### src/rtl/spy_serial_responder.sv
// Spy-over-serial responder: turns UART command bytes into spy-bus reads and
// writes. Reads return four nibble-tagged bytes (0x3n..0x6n, low nibble first)
// through a req/ack handshake with the UART transmitter.
module spy_serial_responder #(
    parameter int READ_WAIT = 2
) (
    input  logic        clk,
    input  logic        reset,
    input  logic        rx_valid,
    input  logic [7:0]  rx_data,
    output logic        tx_req,
    input  logic        tx_ack,
    output logic [7:0]  tx_data,
    output logic [4:0]  eadr,
    output logic        dbread,
    output logic        dbwrite,
    output logic [15:0] spy_out,
    input  logic [15:0] spy_in,
    output logic        busy,
    output logic        overrun
);

    typedef enum logic [2:0] {IDLE, RD, TXB, TXW, WR} state_t;

    localparam logic [3:0] RW_LAST = 4'(READ_WAIT - 1);

    state_t      r_state, w_next;
    logic [3:0]  r_cnt;
    logic [1:0]  r_idx;
    logic [15:0] r_rdata;
    logic [15:0] r_data;
    logic [7:0]  r_txd;
    logic [4:0]  r_eadr;
    logic        r_overrun;

    logic [3:0]  w_op, w_n, w_nib;
    logic        w_rd_cmd, w_wr_cmd, w_rd_last;

    assign w_op      = rx_data[7:4];
    assign w_n       = rx_data[3:0];
    assign w_rd_cmd  = rx_valid && (w_op == 4'h8 || w_op == 4'h9);
    assign w_wr_cmd  = rx_valid && (w_op == 4'hA || w_op == 4'hB);
    assign w_rd_last = (r_cnt == RW_LAST);

    assign tx_data   = r_txd;
    assign eadr      = r_eadr;
    assign spy_out   = r_data;
    assign overrun   = r_overrun;

    // State register; reset returns straight to IDLE, aborting any strobe or byte.
    always_ff @(posedge clk or negedge reset) begin
        if (!reset) r_state <= IDLE;
        else        r_state <= w_next;
    end

    // Next-state decode and state-derived strobes.
    always_comb begin
        w_next  = r_state;
        tx_req  = 1'b0;
        dbread  = 1'b0;
        dbwrite = 1'b0;
        busy    = 1'b1;
        w_nib   = r_rdata[3:0];
        case (r_idx)
            2'd0: w_nib = r_rdata[3:0];
            2'd1: w_nib = r_rdata[7:4];
            2'd2: w_nib = r_rdata[11:8];
            2'd3: w_nib = r_rdata[15:12];
            default: w_nib = r_rdata[3:0];
        endcase
        case (r_state)
            IDLE: begin
                busy = 1'b0;
                if (w_rd_cmd)      w_next = RD;
                else if (w_wr_cmd) w_next = WR;
            end
            RD: begin
                dbread = 1'b1;
                if (w_rd_last) w_next = TXB;
            end
            // One low-req cycle between bytes comes from passing through TXB.
            TXB: w_next = TXW;
            TXW: begin
                tx_req = 1'b1;
                if (tx_ack) w_next = (r_idx == 2'd3) ? IDLE : TXB;
            end
            WR: begin
                dbwrite = 1'b1;
                w_next  = IDLE;
            end
            default: w_next = IDLE;
        endcase
    end

    // Datapath: nibble loads, address latch, read wait count, capture and tx byte.
    always_ff @(posedge clk or negedge reset) begin
        if (!reset) begin
            r_cnt     <= '0;
            r_idx     <= '0;
            r_rdata   <= '0;
            r_data    <= '0;
            r_txd     <= '0;
            r_eadr    <= '0;
            r_overrun <= 1'b0;
        end else begin
            // Any byte arriving outside IDLE is dropped, including the return cycle.
            if (rx_valid && r_state != IDLE) r_overrun <= 1'b1;
            case (r_state)
                IDLE: begin
                    if (rx_valid) begin
                        case (w_op)
                            4'h3: r_data[3:0]   <= w_n;
                            4'h4: r_data[7:4]   <= w_n;
                            4'h5: r_data[11:8]  <= w_n;
                            4'h6: r_data[15:12] <= w_n;
                            4'h8, 4'h9, 4'hA, 4'hB: begin
                                r_eadr <= {w_op[0], w_n};
                                r_cnt  <= '0;
                            end
                            default: ;
                        endcase
                    end
                end
                RD: begin
                    if (w_rd_last) begin
                        r_rdata <= spy_in;
                        r_idx   <= '0;
                    end else begin
                        r_cnt <= r_cnt + 4'd1;
                    end
                end
                TXB: r_txd <= {4'd3 + {2'b00, r_idx}, w_nib};
                TXW: if (tx_ack) r_idx <= r_idx + 2'd1;
                default: ;
            endcase
        end
    end

endmodule

### config.mk
export PLATFORM = sky130hd
export DESIGN_NAME = spy_serial_responder
export DESIGN_NICKNAME = d
export VERILOG_FILES = /design/src/rtl/spy_serial_responder.sv
export SDC_FILE = /design/constraint.sdc
export NUM_CORES = 1
export LEC_CHECK = 0
export BUFFER_PORTS_ARGS = -buffer_cell sky130_fd_sc_hd__buf_2
export CAP_MARGIN = 20
export CORE_UTILIZATION = 25
export DETAILED_ROUTE_END_ITERATION = 10
export HOLD_SLACK_MARGIN = 0.12
export SLEW_MARGIN = 30
export SYNTH_ARGS = -nofsm -noshare
export SYNTH_HDL_FRONTEND = slang
export SYNTH_SLANG_ARGS = --single-unit
export TNS_END_PERCENT = 30
### constraint.sdc
create_clock -name clk -period 5.5 [get_ports clk]
set_clock_uncertainty 0.05 [all_clocks]
set_input_delay 0.275 -clock clk [delete_from_list [all_inputs] [get_ports clk]]
set_output_delay 0.275 -clock clk [all_outputs]
set_load 0.01 [all_outputs]
=== Word-level counts from Yosys, hierarchy flattened ===
Cells that the tools add are included.

* Flip-flop bits (word level): 55
* Bits of input ports: 28
* Output and inout bits: 34

* Add/subtract/negate cells: 3
* Eq/ne operators: 22
* Mux-type cells: 18
* Reductions and logical operators: 20

{| class="wikitable"
|+ Operator list
! kind !! number
|-
| AND reduction 3 bit || 7
|-
| equality test 4 bit, second input constant || 4
|-
| case mux 4 bit (4 select lines) || 1
|-
| equality test 4 x 3 -> 1 bit, second input constant || 3
|-
| 2-to-1 mux 3 bit || 4
|-
| 2-to-1 mux 4 bit || 3
|-
| case mux 3 bit (4 select lines) || 1
|-
| inequality test 2 bit, second input constant || 4
|-
| case mux 4 bit (2 select lines) || 1
|-
| equality test 3 x 2 -> 1 bit, second input constant || 2
|-
| 2-to-1 mux 2 bit || 3
|-
| adder 4 x 1 -> 4 bit, second input constant || 1
|-
| equality test 2 bit, second input constant || 2
|-
| equality test 4 x 1 -> 1 bit, second input constant || 1
|-
| equality test 4 x 2 -> 1 bit, second input constant || 1
|-
| 2-to-1 mux 1 bit || 4
|-
| case mux 2 bit (2 select lines) || 1
|-
| AND reduction 4 bit || 1
|-
| nonzero test 2 bit || 2
|-
| OR reduction 4 bit || 1
|-
| adder 2 x 2 -> 3 bit, first input constant || 1
|-
| equality test 3 x 1 -> 1 bit, second input constant || 1
|-
| equality test 3 bit, second input constant || 1
|-
| logical AND 1 bit || 3
|-
| other kinds (9) || 10
|}

=== Depth between registers and ports, before layout ===
* Word-level depth: 6
* Mapped depth: 7
* Mapped depth without buffers: 5

=== Least setup slack after synthesis ===
OpenSTA, ideal clock, no wires.

* Path type: reg2reg
* Start: register r_cnt[1]
* End: register r_rdata[10]
* Library setup time: 125 ps
* Arrival: 1662 ps
* Data required time: 5325 ps
* Setup slack: 3663 ps
* Stages on the path, launching flop included: 7
* Clock period less this slack: 1837 ps
* Cell sequence: dfrtp_1 > inv_1 > ha_1 > nor3b_1 > nand2_4 > buf_6 > mux2_4

* Word-level cells in the longest chain between the ends: 2

{| class="wikitable"
|+ Ends and longest elaborated chain
! what !! RTL line !! source
|-
| start: declaration || 28 || <nowiki>logic [3:0] r_cnt;</nowiki>
|-
| start signal: assignment || 129 || <nowiki>r_cnt <= r_cnt + 4'd1;</nowiki>
|-
| equality test 4 x 1 -> 1 bit || 43 || <nowiki>assign w_rd_last = (r_cnt == RW_LAST);</nowiki>
|-
| AND reduction 2 bit (no line) || -- ||
|-
| end signal: assignment || 126 || <nowiki>r_rdata <= spy_in;</nowiki>
|-
| end: declaration || 30 || <nowiki>logic [15:0] r_rdata;</nowiki>
|}

Every way passes these cells.
A chain may end at the register's enable or synchronous reset.

=== Final worst setup path ===
* Start: register r_cnt[1]
* End: register r_rdata[8]

Same word-level chain as after synthesis.

==> impl_metrics.ini <==
[run_status]
status = finished, final reports clean

[floorplan]
dieArea_mm2 = 0.01048
dieWidth_um = 102.4
rows = 36
io_pins = 62
initial_core_util_pct = 25.77
design.core.area_mm2 = 0.009774
die_h_um = 102.4

[logic_synthesis]
yosysSeqAreaShare_pct = 53.65
synth_edf_count = 0
async_flop_share_pct = 100.0
synth_area_per_cell_um2 = 13.12
yosysWarnings = 0
synth.cell_area_mm2 = 0.002519
yosysUniqueCellTypes = 43
synth_ff_type = dfrtp_1
syn_nets = 227
ys_seq_elements = 54
syn_inst = 192

[power]
internal_power_mw = 0.9484
p_comb_share_pct = 38.5
p_clk_share_pct = 15.7
power.share.switching_pct = 35.33
ir_worst_vdd_v = 0.0001849
switching_power_mw = 0.5181
p_per_area_mw_per_mm2 = 483.3
seq_power_share_pct = 45.8
power_mw = 1.467
power.leakage_nw = 1.521

[min_path]
hold_class = in2reg

[clocking]
clockRootBuffer = clkbuf_8
cts_made_buffers = 5
post-cts-setup-buffers = 0
cts_resized = 0
clockBufferDepth = 2
clock-sinks = 54
cts.clk_slew.worst_paths_ns = 0.10
cts_tree = built
htree_levels = 2
clock_latency_ns = 0.31

[global_routing]
antenna_found_initial = 0
grt_pass1_wl_mm = 8.383
grt_util_all_layers_pct = 10.42
grt_pass1_vias = 1742
grt_max_degree = 55
grt.overflow.total = 0

[layout]
diodes = 0
seq_area_mm2 = 0.001351
nNetsFinal = 287
multi_input_area_mm2 = 0.001066
drive_above_1_share_pct = 45.45
area_growth_pct = 20.47
fillers = 1016

[flow_run]
maxCapViolCount = 0

[placed_design]
gp_congestion = 0.6960
hpwl_mm = 3.904
portBuffers = 60

[detailed_routing]
wl_met1_mm = 2.413
drt_first_iter_violations = 32
finalWirelength_mm = 5.274
drtPass1Iterations = 4
vias = 1676
wl_met3_um = 223
wl_per_cell_um = 13.66
highest_layer = met4
viasPerCell = 4.342
wl_met2_mm = 2.581
antenna_left = 0
drc_errors = 0

[critical_path]
critPathArrivalTime_ns = 2.19
required_ns = 5.65
cp-end-kind = register
setup.worst_path.start_class = register
cp_max_fo = 16
crit_type = reg2reg

[sta]
timing.final.crit_share_pct = 37.18
finalSetupViolCount = 0
layout_min_cycle_time_ns = 2.045
tightest_slew_ns = 0.7054
drv_slew = 0
fin_tns_setup_ns = 0
hold_viol_final = 0
slew-limit-headroom_pct = 52.97
rsz0062_at_grt = no
max_freq_ghz = 0.4890
## per-layer routing
metal / up-vias / track usage, %
met3: 6 / 2.326
met2: 42 / 17.66
met1: 825 / 13.15
li1: 803 / -
met4: 0 / 3.407
met5: - / 0
## power by group through the flow
stage / Combinational (mW) / Sequential (mW) / Clock [mW]
after detailed placement: 0.572 / 0.680 / 0
after global placement: 0.560 / 0.674 / 0
final: 0.564 / 0.672 / 0.230
after floorplan: 0.395 / 0.678 / 0
after global routing: 0.630 / 0.696 / 0.255
after CTS: 0.575 / 0.674 / 0.240
## path summary, 6_finish.rpt
kind                            cells past startpoint     endpoint  slack [ns]      start
max in group asynchronous                           3   spy_out[6]        4.35      reset
worst max-delay path                                5   r_rdata[8]        3.46   r_cnt[1]
worst min register to register                      1      overrun        0.41    overrun
worst max register to register                      5   r_rdata[8]        3.46   r_cnt[1]
worst min-delay path                                2   r_rdata[5]        0.14  spy_in[5]
min in group asynchronous                           3  r_rdata[11]        0.57      reset
## critical path, stage by stage (launching register included)
cell and delay, ns:
dfrtp_1 0.42, inv_1 0.07, ha_1 0.14, nor3b_1 0.59, nand2_4 0.30, mux2_4 0.36
## synth_stat cells (all sizes together), types with 3 or more instances
| cell | n | share of area, % |
|---|---|---|
| a21o | 5 | 1.5 |
| a21oi | 6 | 1.3 |
| a221oi | 5 | 1.7 |
| a22oi | 4 | 1.2 |
| and2 | 3 | 0.75 |
| buf | 5 | 1.7 |
| clkbuf | 4 | 0.65 |
| dfrtp | 54 | 54 |
| ha | 7 | 3.5 |
| inv | 10 | 1.5 |
| mux2 | 38 | 18 |
| nand2 | 5 | 1.0 |
| nand3b | 3 | 0.89 |
| nor2 | 5 | 1.0 |
| nor2b | 3 | 0.75 |
| o21ai | 8 | 1.6 |
| or3 | 3 | 0.75 |
## repair_timing
item | in CTS | in global routing
hold endpoints to repair | 54 | 0
endpoints found under the setup margin | 0 | 0
hold buffers | 1 | 0
## placed cells by master, fill, tap and decap left out, types with 2 or more instances in the layout
cell type,synthesis,final
nor2b_1,3,3
nand3b_1,3,3
a22oi_1,4,4
mux2_2,28,28
mux2_4,10,10
nand2b_1,2,2
and2_1,3,3
a221oi_1,5,5
nand2_1,4,4
a21oi_1,5,5
o21ai_0,8,8
nand3_1,2,2
nor3b_1,2,2
ha_1,7,7
inv_1,10,10
or3_1,3,3
o22ai_1,2,2
clkbuf_8,0,5
a22o_1,2,2
dfrtp_1,54,54
a21o_1,5,5
nor2_1,4,4
buf_2,1,60
## sequential cells by signal (all words and copies together), names as in the netlist
register and count:
eadr 5, overrun 1, r_cnt 4, r_idx 2, r_rdata 16, r_state 3, spy_out 16, tx_data 7
## metrics by stage
stage	worst slack [ns]	std cells	hold WS (ns)	instance area, µm²	util [%]
final	3.455	386	0.1352	3034	31.04
after global placement	3.547	377	0.3847	2934	30.02
after floorplan	3.663	192	-0.07059	2519	-
after global routing	3.366	386	0.1262	3034	31.04
after detailed placement	3.463	377	0.3932	2934	30.02
after CTS	3.444	386	0.1302	3034	31.04
## logic make-up (layout without fill, tap and decap cells)
logic type | count (synthesis) | after routing | synth area share (%)
flip-flops | 54 | 54 | 53.65
AO/OA/AOI/OAI | 34 | 34 | 9.290
adder cells (fa/ha/maj) | 7 | 7 | 3.477
AND/OR/NAND/NOR | 37 | 37 | 10.53
buffers and inverters | 20 | 81 | 4.023
multiplexers | 39 | 39 | 18.88
other | 1 | 1 | 0.1489
## area by class of cell
cell class	instances	area share [%]
repair buffers	62	10.47
flip-flops and latches	54	44.54
multi-input cells	118	35.13
inverters	11	1.402
well taps	133	5.485
clock buffers	6	2.392
clock inverters	2	0.5773
No activity file was read; power rests on OpenSTA's default activity.
